===== src/rtl/bus_arbiter_rr.sv =====
// bus_arbiter_rr
// Purpose     : round-robin owner selection for the shared system bus; one registered one-hot
//               grant, held from begin-transaction until end-transaction or bus error.
// Latency     : a request sampled at an IDLE edge is granted by that same edge's flops; after a
//               release the bus is ungranted for two cycles (RELEASE, then IDLE arbitration).
// Backpressure: none; requests are level signals held until granted, and there is no preemption.
//
// Optional feature macro: ARBITER_TIMEOUT_EN (adds a GRANTED/BUSY watchdog that forces a release
// and pulses busErrorOut; without it busErrorOut is tied 0 and a hung owner keeps the bus).
//
// Ports:
//   clock              in   system clock, all state on the rising edge
//   reset              in   asynchronous active-high reset
//   request            in   [NR_MASTERS] level request per master
//   beginTransactionIn in   OR of all masters' begin-transaction strobes
//   endTransactionIn   in   end-of-transaction strobe
//   busErrorIn         in   bus error from the slave
//   transactionGranted out  [NR_MASTERS] registered one-hot grant
//   activeMaster       out  [3] index of the granted master, valid while busIdle=0
//   busIdle            out  1 when no grant is outstanding
//   busErrorOut        out  one-cycle watchdog expiry pulse
module bus_arbiter_rr #(
  parameter int NR_MASTERS     = 4,
  parameter int TIMEOUT_CYCLES = 1024
) (
  input  logic                  clock,
  input  logic                  reset,
  input  logic [NR_MASTERS-1:0] request,
  input  logic                  beginTransactionIn,
  input  logic                  endTransactionIn,
  input  logic                  busErrorIn,
  output logic [NR_MASTERS-1:0] transactionGranted,
  output logic [2:0]            activeMaster,
  output logic                  busIdle,
  output logic                  busErrorOut
);

  // Elaboration-time parameter range checks.
  if (NR_MASTERS < 2 || NR_MASTERS > 8) begin : g_bad_nr_masters
    $error("bus_arbiter_rr: NR_MASTERS must be in 2..8");
  end
  if (TIMEOUT_CYCLES < 1 || TIMEOUT_CYCLES > 65536) begin : g_bad_timeout
    $error("bus_arbiter_rr: TIMEOUT_CYCLES must fit the 16-bit watchdog");
  end

  localparam logic [1:0] ST_IDLE    = 2'd0;
  localparam logic [1:0] ST_GRANTED = 2'd1;
  localparam logic [1:0] ST_BUSY    = 2'd2;
  localparam logic [1:0] ST_RELEASE = 2'd3;

  logic [1:0]            state;
  logic [2:0]            last_grant;
  logic [NR_MASTERS-1:0] grant_q;
  logic [2:0]            active_q;
  logic                  idle_q;

  // ------------------------------------------------------------------
  // Round-robin selection: prefer requesters strictly above last_grant,
  // otherwise wrap to the lowest requester overall.
  // ------------------------------------------------------------------
  logic [NR_MASTERS-1:0] above_mask;
  logic [NR_MASTERS-1:0] req_hi;
  logic [NR_MASTERS-1:0] req_pick;
  logic [NR_MASTERS-1:0] sel_onehot;
  logic [2:0]            sel_idx;
  logic                  any_req;

  always_comb begin
    above_mask = '0;
    for (int i = 0; i < NR_MASTERS; i++) begin
      above_mask[i] = (3'(i) > last_grant);
    end
    req_hi   = request & above_mask;
    req_pick = (|req_hi) ? req_hi : request;
    any_req  = |request;

    // Scan downward so the lowest set bit is the last one written.
    sel_idx    = '0;
    sel_onehot = '0;
    for (int i = NR_MASTERS - 1; i >= 0; i--) begin
      if (req_pick[i]) begin
        sel_idx       = 3'(i);
        sel_onehot    = '0;
        sel_onehot[i] = 1'b1;
      end
    end
  end

  // Owner still wants the bus (one-hot grant avoids indexing by activeMaster).
  logic owner_req;
  assign owner_req = |(request & grant_q);

  // ------------------------------------------------------------------
  // Optional watchdog
  // ------------------------------------------------------------------
  logic wd_expire;

`ifdef ARBITER_TIMEOUT_EN
  logic [15:0] wd_cnt;
  logic        err_q;
  logic        holding;

  assign holding   = (state == ST_GRANTED) || (state == ST_BUSY);
  assign wd_expire = holding && (wd_cnt == 16'(TIMEOUT_CYCLES - 1));

  always_ff @(posedge clock or posedge reset) begin
    if (reset) begin
      wd_cnt <= '0;
      err_q  <= 1'b0;
    end else begin
      // Pulse coincides with the grant-dropping edge; next cycle is RELEASE so it self-clears.
      err_q <= wd_expire;
      if (state == ST_IDLE && any_req) begin
        wd_cnt <= '0;
      end else if (holding) begin
        wd_cnt <= wd_cnt + 16'd1;
      end
    end
  end

  assign busErrorOut = err_q;
`else
  assign wd_expire   = 1'b0;
  assign busErrorOut = 1'b0;
`endif

  // ------------------------------------------------------------------
  // Ownership FSM
  // ------------------------------------------------------------------
  always_ff @(posedge clock or posedge reset) begin
    if (reset) begin
      state      <= ST_IDLE;
      grant_q    <= '0;
      active_q   <= '0;
      idle_q     <= 1'b1;
      last_grant <= 3'(NR_MASTERS - 1);
    end else begin
      case (state)
        ST_IDLE: begin
          // Stray begin/end strobes are ignored here.
          if (any_req) begin
            state      <= ST_GRANTED;
            grant_q    <= sel_onehot;
            active_q   <= sel_idx;
            idle_q     <= 1'b0;
            last_grant <= sel_idx;
          end
        end
        ST_GRANTED: begin
          if (wd_expire) begin
            state   <= ST_RELEASE;
            grant_q <= '0;
            idle_q  <= 1'b1;
          end else if (beginTransactionIn) begin
            state <= ST_BUSY;
          end else if (!owner_req) begin
            // Owner abandoned the grant before starting a transaction.
            state   <= ST_RELEASE;
            grant_q <= '0;
            idle_q  <= 1'b1;
          end
        end
        ST_BUSY: begin
          // end and error together collapse into one release.
          if (wd_expire || endTransactionIn || busErrorIn) begin
            state   <= ST_RELEASE;
            grant_q <= '0;
            idle_q  <= 1'b1;
          end
        end
        default: begin
          // RELEASE: one turnaround cycle with no owner.
          state <= ST_IDLE;
        end
      endcase
    end
  end

  assign transactionGranted = grant_q;
  assign activeMaster       = active_q;
  assign busIdle            = idle_q;

endmodule


===== config.mk =====
export PLATFORM = sky130hd
export DESIGN_NAME = bus_arbiter_rr
export DESIGN_NICKNAME = d
export VERILOG_FILES = /design/src/rtl/bus_arbiter_rr.sv
export SDC_FILE = /design/constraint.sdc
export NUM_CORES = 1
export LEC_CHECK = 0
export CORE_UTILIZATION = 45
export DETAILED_ROUTE_END_ITERATION = 6
export PLACE_DENSITY = 0.74
export SETUP_SLACK_MARGIN = 0.1
export SLEW_MARGIN = 20
export SYNTH_ARGS = -nofsm -noshare
export SYNTH_HDL_FRONTEND = slang
export SYNTH_SLANG_ARGS = --single-unit

===== constraint.sdc =====
create_clock -name clock -period 4.5 [get_ports clock]
set_input_delay 0.9 -clock clock [delete_from_list [all_inputs] [get_ports clock]]
set_output_delay 0.9 -clock clock [all_outputs]
set_load 0.01 [all_outputs]

==> results.json, run 1 <==
{
  "cts_max_level": 1,
  "cts_root_buf": "clkbuf_4",
  "first_pass_iters": 5,
  "start_util": 0.4809,
  "drt-initial-drc-count": 20,
  "fin_crit_ns": 2.559,
  "antenna_found_initial": 0,
  "drv_slew": 0,
  "synth_seq_area_share": 0.3851,
  "power_density_nw_per_um2": 652.7,
  "cellLeakagePower_nw": 0.3992,
  "wl_per_cell_um": 13.52,
  "synth-warning-count": 0,
  "track_usage": 0.1873,
  "gr-total-overflow": 0,
  "drive_gt1_frac": 0.1398,
  "grt_pass1_vias": 572,
  "synth_ff_type": "dfrtp_1",
  "place.gp.congestion": 0.8255,
  "crit_arrival_ns": 2.72,
  "num_rows": 14,
  "gr-usage-met1": 0.2727,
  "grt_pass1_wl_um": 2497,
  "cp-end-kind": "register",
  "tns_ns": 0,
  "reg2reg_depth": 6,
  "tightest_slew_ns": 0.6339,
  "synth_top_cell_area_share": 0.2763,
  "dp_slack_ns": 1.737,
  "fin_crit_sh": 0.5688,
  "drc": 0,
  "antenna_left": 0,
  "die_h_um": 42.13,
  "synth_seq_cells": 11,
  "syn_inst": 75,
  "start_kind": "input port",
  "worstSkewPairLatency_ns": 0.27,
  "yosys.area.top_type": "dfrtp_1",
  "cts_sinks": 11,
  "worstPathRequired_ns": 4.66,
  "core_um2": 1506,
  "die_w_um": 42.13,
  "status": "complete, no violations",
  "hold_path_class": "register to register",
  "fin_worst_skew_ns": 0.001519,
  "peakVddDrop_mv": 0.3286,
  "syn-cell-area_um2": 724.4,
  "hold_violations": 0,
  "yosys-top-cells-count": "o21ai_0 (11), dfrtp_1 (8), nand2_1 (7)",
  "cts_buffers": 3,
  "grt_max_degree": 12,
  "place_hpwl_um": 1162,
  "die_area_um2": 1775,
  "num_vias": 639,
  "critPathMaxFanout": 7,
  "cts_buffer_depth": 2,
  "rsz0062_at_grt": "no",
  "nets": 107,
  "yosysMostFrequentCell": "o21ai_0",
  "setup_viol": 0,
  "synth_edf_count": 0,
  "clk_pin_slew_ns": 0.07,
  "cts_resized": 0,
  "relSlewSlack": 0.5735,
  "fmaxAchievable_mhz": 390.7,
  "async_reset_ff_frac": 1.000,
  "whs_path_depth": 2,
  "synthTopCellsByArea": "dfrtp_1 (28%), dfstp_2 (11%), o21ai_0 (7.6%), ha_1 (6.9%), o31ai_1 (4.1%)",
  "cap_viol_max_count": 0,
  "n_antenna_cell": 0,
  "cts.hold.buffers_added": 0,
  "io_pins": 18,
  "critPathKind": "input port to register",
  "area_growth_pct": 25.56,
  "grt_busiest_layer": "met1",
  "cts_tree": "done",
  "cts_setup_buffers": 0,
  "synth.avg_cell_area_um2": 9.659,
  "port_buffers": 15,
  "via_per_inst": 5.862,
  "fin_ws_ns": 1.941,
  "met2_usage": 0.2625,
  "grtUsageMet3": 0.03879,
  "wl_um": 1474,
  "synthDistinctLibCells": 28
}
## cell families after synthesis
family	synth area share
other	0.005176
DFF	0.3852
muxes	0.02936
and+or+nand+nor	0.1451
AOI/OAI and AO/OA	0.3143
buffers and inverters	0.05181
adders and majority gates	0.06909
## sequential cells by signal (all words and copies together), names as in the netlist
signal / cells
transactionGranted: 4
state: 2
last_grant: 2
activeMaster: 2
busIdle: 1
## area by class of cell
cell class	count	area, um2
flip-flops and latches	11	279.0
multi-input cells	57	411.6
fillers	147	596.8
repair buffers	15	150.1
clock buffers	4	26.28
well taps	16	20.02
inverters	6	22.52
## metal layers
metal | part of all wire | vias up
li1 | - | 307
met1 | 0.50 | 306
met2 | 0.42 | 24
met3 | 0.061 | 2
met4 | 0.018 | 0
met5 | 0 | -
## through the flow
stage          cells  instance area, um2    util  power, mW  hold WS, ns
2_1_floorplan     76               728.2       -     0.4197       0.4738
3_3_place_gp     105               883.3  0.5864     0.5264       0.4710
3_5_place_dp     105               883.3  0.5864     0.5292       0.4707
4_1_cts          109               909.6  0.6038     0.5989       0.4901
5_1_grt          109               909.6  0.6038     0.6440       0.5217
6_report         109               909.6  0.6038     0.5937       0.4843
## final timing paths
path                                 start               endpoint  slack, ns
setup / recovery                request[2]               state[0]       1.94
hold / removal             activeMaster[0]        activeMaster[0]       0.48
setup reg to reg                  state[1]  transactionGranted[0]       2.69
hold reg to reg            activeMaster[0]        activeMaster[0]       0.48
max in group asynchronous            reset                busIdle       3.26
min in group asynchronous            reset               state[1]       0.92
## placed cells by master (no fill, tap or decap), drive strengths merged
cell	count
clkbuf	4
dfrtp	8
nor2	4
o211a	1
nand2b	4
o211ai	3
o41ai	1
inv	6
nor4	1
nand3b	1
conb	2
a22oi	1
dfstp	3
and2b	1
o31ai	4
o21ai	12
mux2	1
o32a	1
ha	4
mux2i	1
clkdlybuf4s50	15
a21oi	3
nand2	7
or2b	1
a22o	3
o221ai	1
## where the power goes
part	internal [mW]	leakage, nW	switching [mW]
clock	0.0344	0.0150	0.0336
sequential	0.154	0.134	0.0339
combinational	0.162	0.250	0.176
## worst max-delay path: stages
cell	delay (ns)
clkdlybuf4s50_1	0.51
nor4_1	0.62
a22oi_2	0.22
o21ai_2	0.12
mux2_2	0.34
(Power assumes the default switching activity.)
==> inputs of run 2 (changes only) <==
Clock period 4.5 ns to 2.5 ns, I/O delays scaled along.
==> results.json, run 2 (same netlist as run 1, synthesis figures left out) <==
{
  "cts_root_buf": "clkbuf_4",
  "cap_viol_max_count": 0,
  "fmaxAchievable_mhz": 518.8,
  "status": "complete, no violations",
  "fin_crit_sh": 0.7710,
  "grt_max_degree": 12,
  "dp_cells": 107,
  "critPathMaxFanout": 7,
  "fill_cells": 132,
  "layout_commonest_cell": "clkdlybuf4s50_1",
  "start_util": 0.4809,
  "wl_per_cell_um": 13.89,
  "holdWs_ns": 0.4928,
  "cts_buffers": 3,
  "critPathKind": "input port to register",
  "cp-end-kind": "register",
  "placed_area_um2": 898.4,
  "cts_buffer_depth": 2,
  "grt_pass1_wl_um": 2628,
  "drc": 0,
  "hold_path_class": "register to register",
  "largest_reg_flops": 4,
  "cts_setup_buffers": 0,
  "met2WireLength_um": 693,
  "n_antenna_cell": 0,
  "track_usage": 0.1998,
  "die_w_um": 42.13,
  "port_buffers": 15,
  "die_h_um": 42.13,
  "drive_gt1_frac": 0.1579,
  "wl_met1_um": 756,
  "cts_sinks": 11,
  "nets": 109,
  "multi_input_area_um2": 411.6,
  "tns_ns": 0,
  "hold_violations": 0,
  "finalPower_mw": 1.085,
  "cts_tree": "done",
  "fin_ws_ns": 0.5724,
  "die_area_um2": 1775,
  "place.gp.congestion": 0.8237,
  "layoutNonFillerInstCount": 111,
  "cts_resized": 0,
  "cts.hold.buffers_added": 0,
  "num_rows": 14,
  "cpPeakStageDelay_ns": 0.51,
  "place_hpwl_um": 1203,
  "drv_slew": 0,
  "rsz0062_at_grt": "no",
  "num_vias": 626,
  "worstPathRequired_ns": 2.68,
  "worstSkewPairLatency_ns": 0.28,
  "dp_slack_ns": 0.2905,
  "start_kind": "input port",
  "wl_um": 1542,
  "gr-total-overflow": 0,
  "final_area_um2": 924.6,
  "crit_chain": "clkdlybuf4s50_1 -> a22o_1 -> o32a_4 -> nand2b_4 -> o41ai_2",
  "core_um2": 1506,
  "final_cell_mix": "clkdlybuf4s50_1 (15), o21ai_0 (11), dfrtp_1 (8)",
  "crit_arrival_ns": 2.11,
  "regArea_um2": 279.0,
  "fin_worst_skew_ns": 0.006865,
  "slowest_stage": "clkdlybuf4s50_1",
  "setup_viol": 0,
  "antenna_found_initial": 0,
  "wl_met3_um": 80,
  "via_per_inst": 5.640,
  "power_density_nw_per_um2": 1173,
  "area_growth_pct": 27.63,
  "cts_max_level": 1,
  "fin_util": 0.6138,
  "cellLeakagePower_nw": 0.4091,
  "antenna_left": 0,
  "io_pins": 18,
  "drt-initial-drc-count": 20,
  "peakVddDrop_mv": 0.5964,
  "top_layer": "met4",
  "first_pass_iters": 4,
  "fin_crit_ns": 1.928,
  "clk_pin_slew_ns": 0.08,
  "grt_pass1_vias": 588
}
==> run 2: cell count changes in the layout (fill, tap and decap cells not counted), sizes merged <==
cell	delta
buf	+2
==> run 2: worst paths after layout <==
| check | startpoint | endpoint | slack [ns] | cells past startpoint |
|---|---|---|---|---|
| max in group asynchronous | reset | last_grant[0] | 1.65 | 2 |
| max reg2reg | state[1] | transactionGranted[0] | 0.70 | 6 |
| max | request[3] | transactionGranted[0] | 0.57 | 5 |
| min | activeMaster[0] | activeMaster[0] | 0.49 | 2 |
| min in group asynchronous | reset | state[0] | 0.51 | 2 |
| min reg2reg | activeMaster[0] | activeMaster[0] | 0.49 | 2 |
==> run 2: layout make-up <==
cell class | count | area share
multi-input cells | 57 | 0.4452
flip-flops and latches | 11 | 0.3018
repair buffers | 17 | 0.1786
clock buffers | 4 | 0.02842
inverters | 6 | 0.02436
well taps | 16 | 0.02165
==> run 2: critical path, delay by kind of cell <==
| family | cells | cell delay [ns] |
|---|---|---|
| AOI/OAI and AO/OA | 3 | 0.93 |
| buffers and inverters | 1 | 0.51 |
| and+or+nand+nor | 1 | 0.17 |
==> run 2: per-layer routing <==
layer	GRT usage	vias to the layer above
met1	0.2555	297
li1	-	312
met4	0.05625	0
met3	0.06897	3
met5	0	-
met2	0.3219	14
==> run 2: power by group <==
part           total [mW]  switching [mW]  internal (mW)
registers           0.344          0.0672          0.277
clock network       0.127          0.0646         0.0619
logic               0.614           0.317          0.298
total                1.08           0.449          0.636
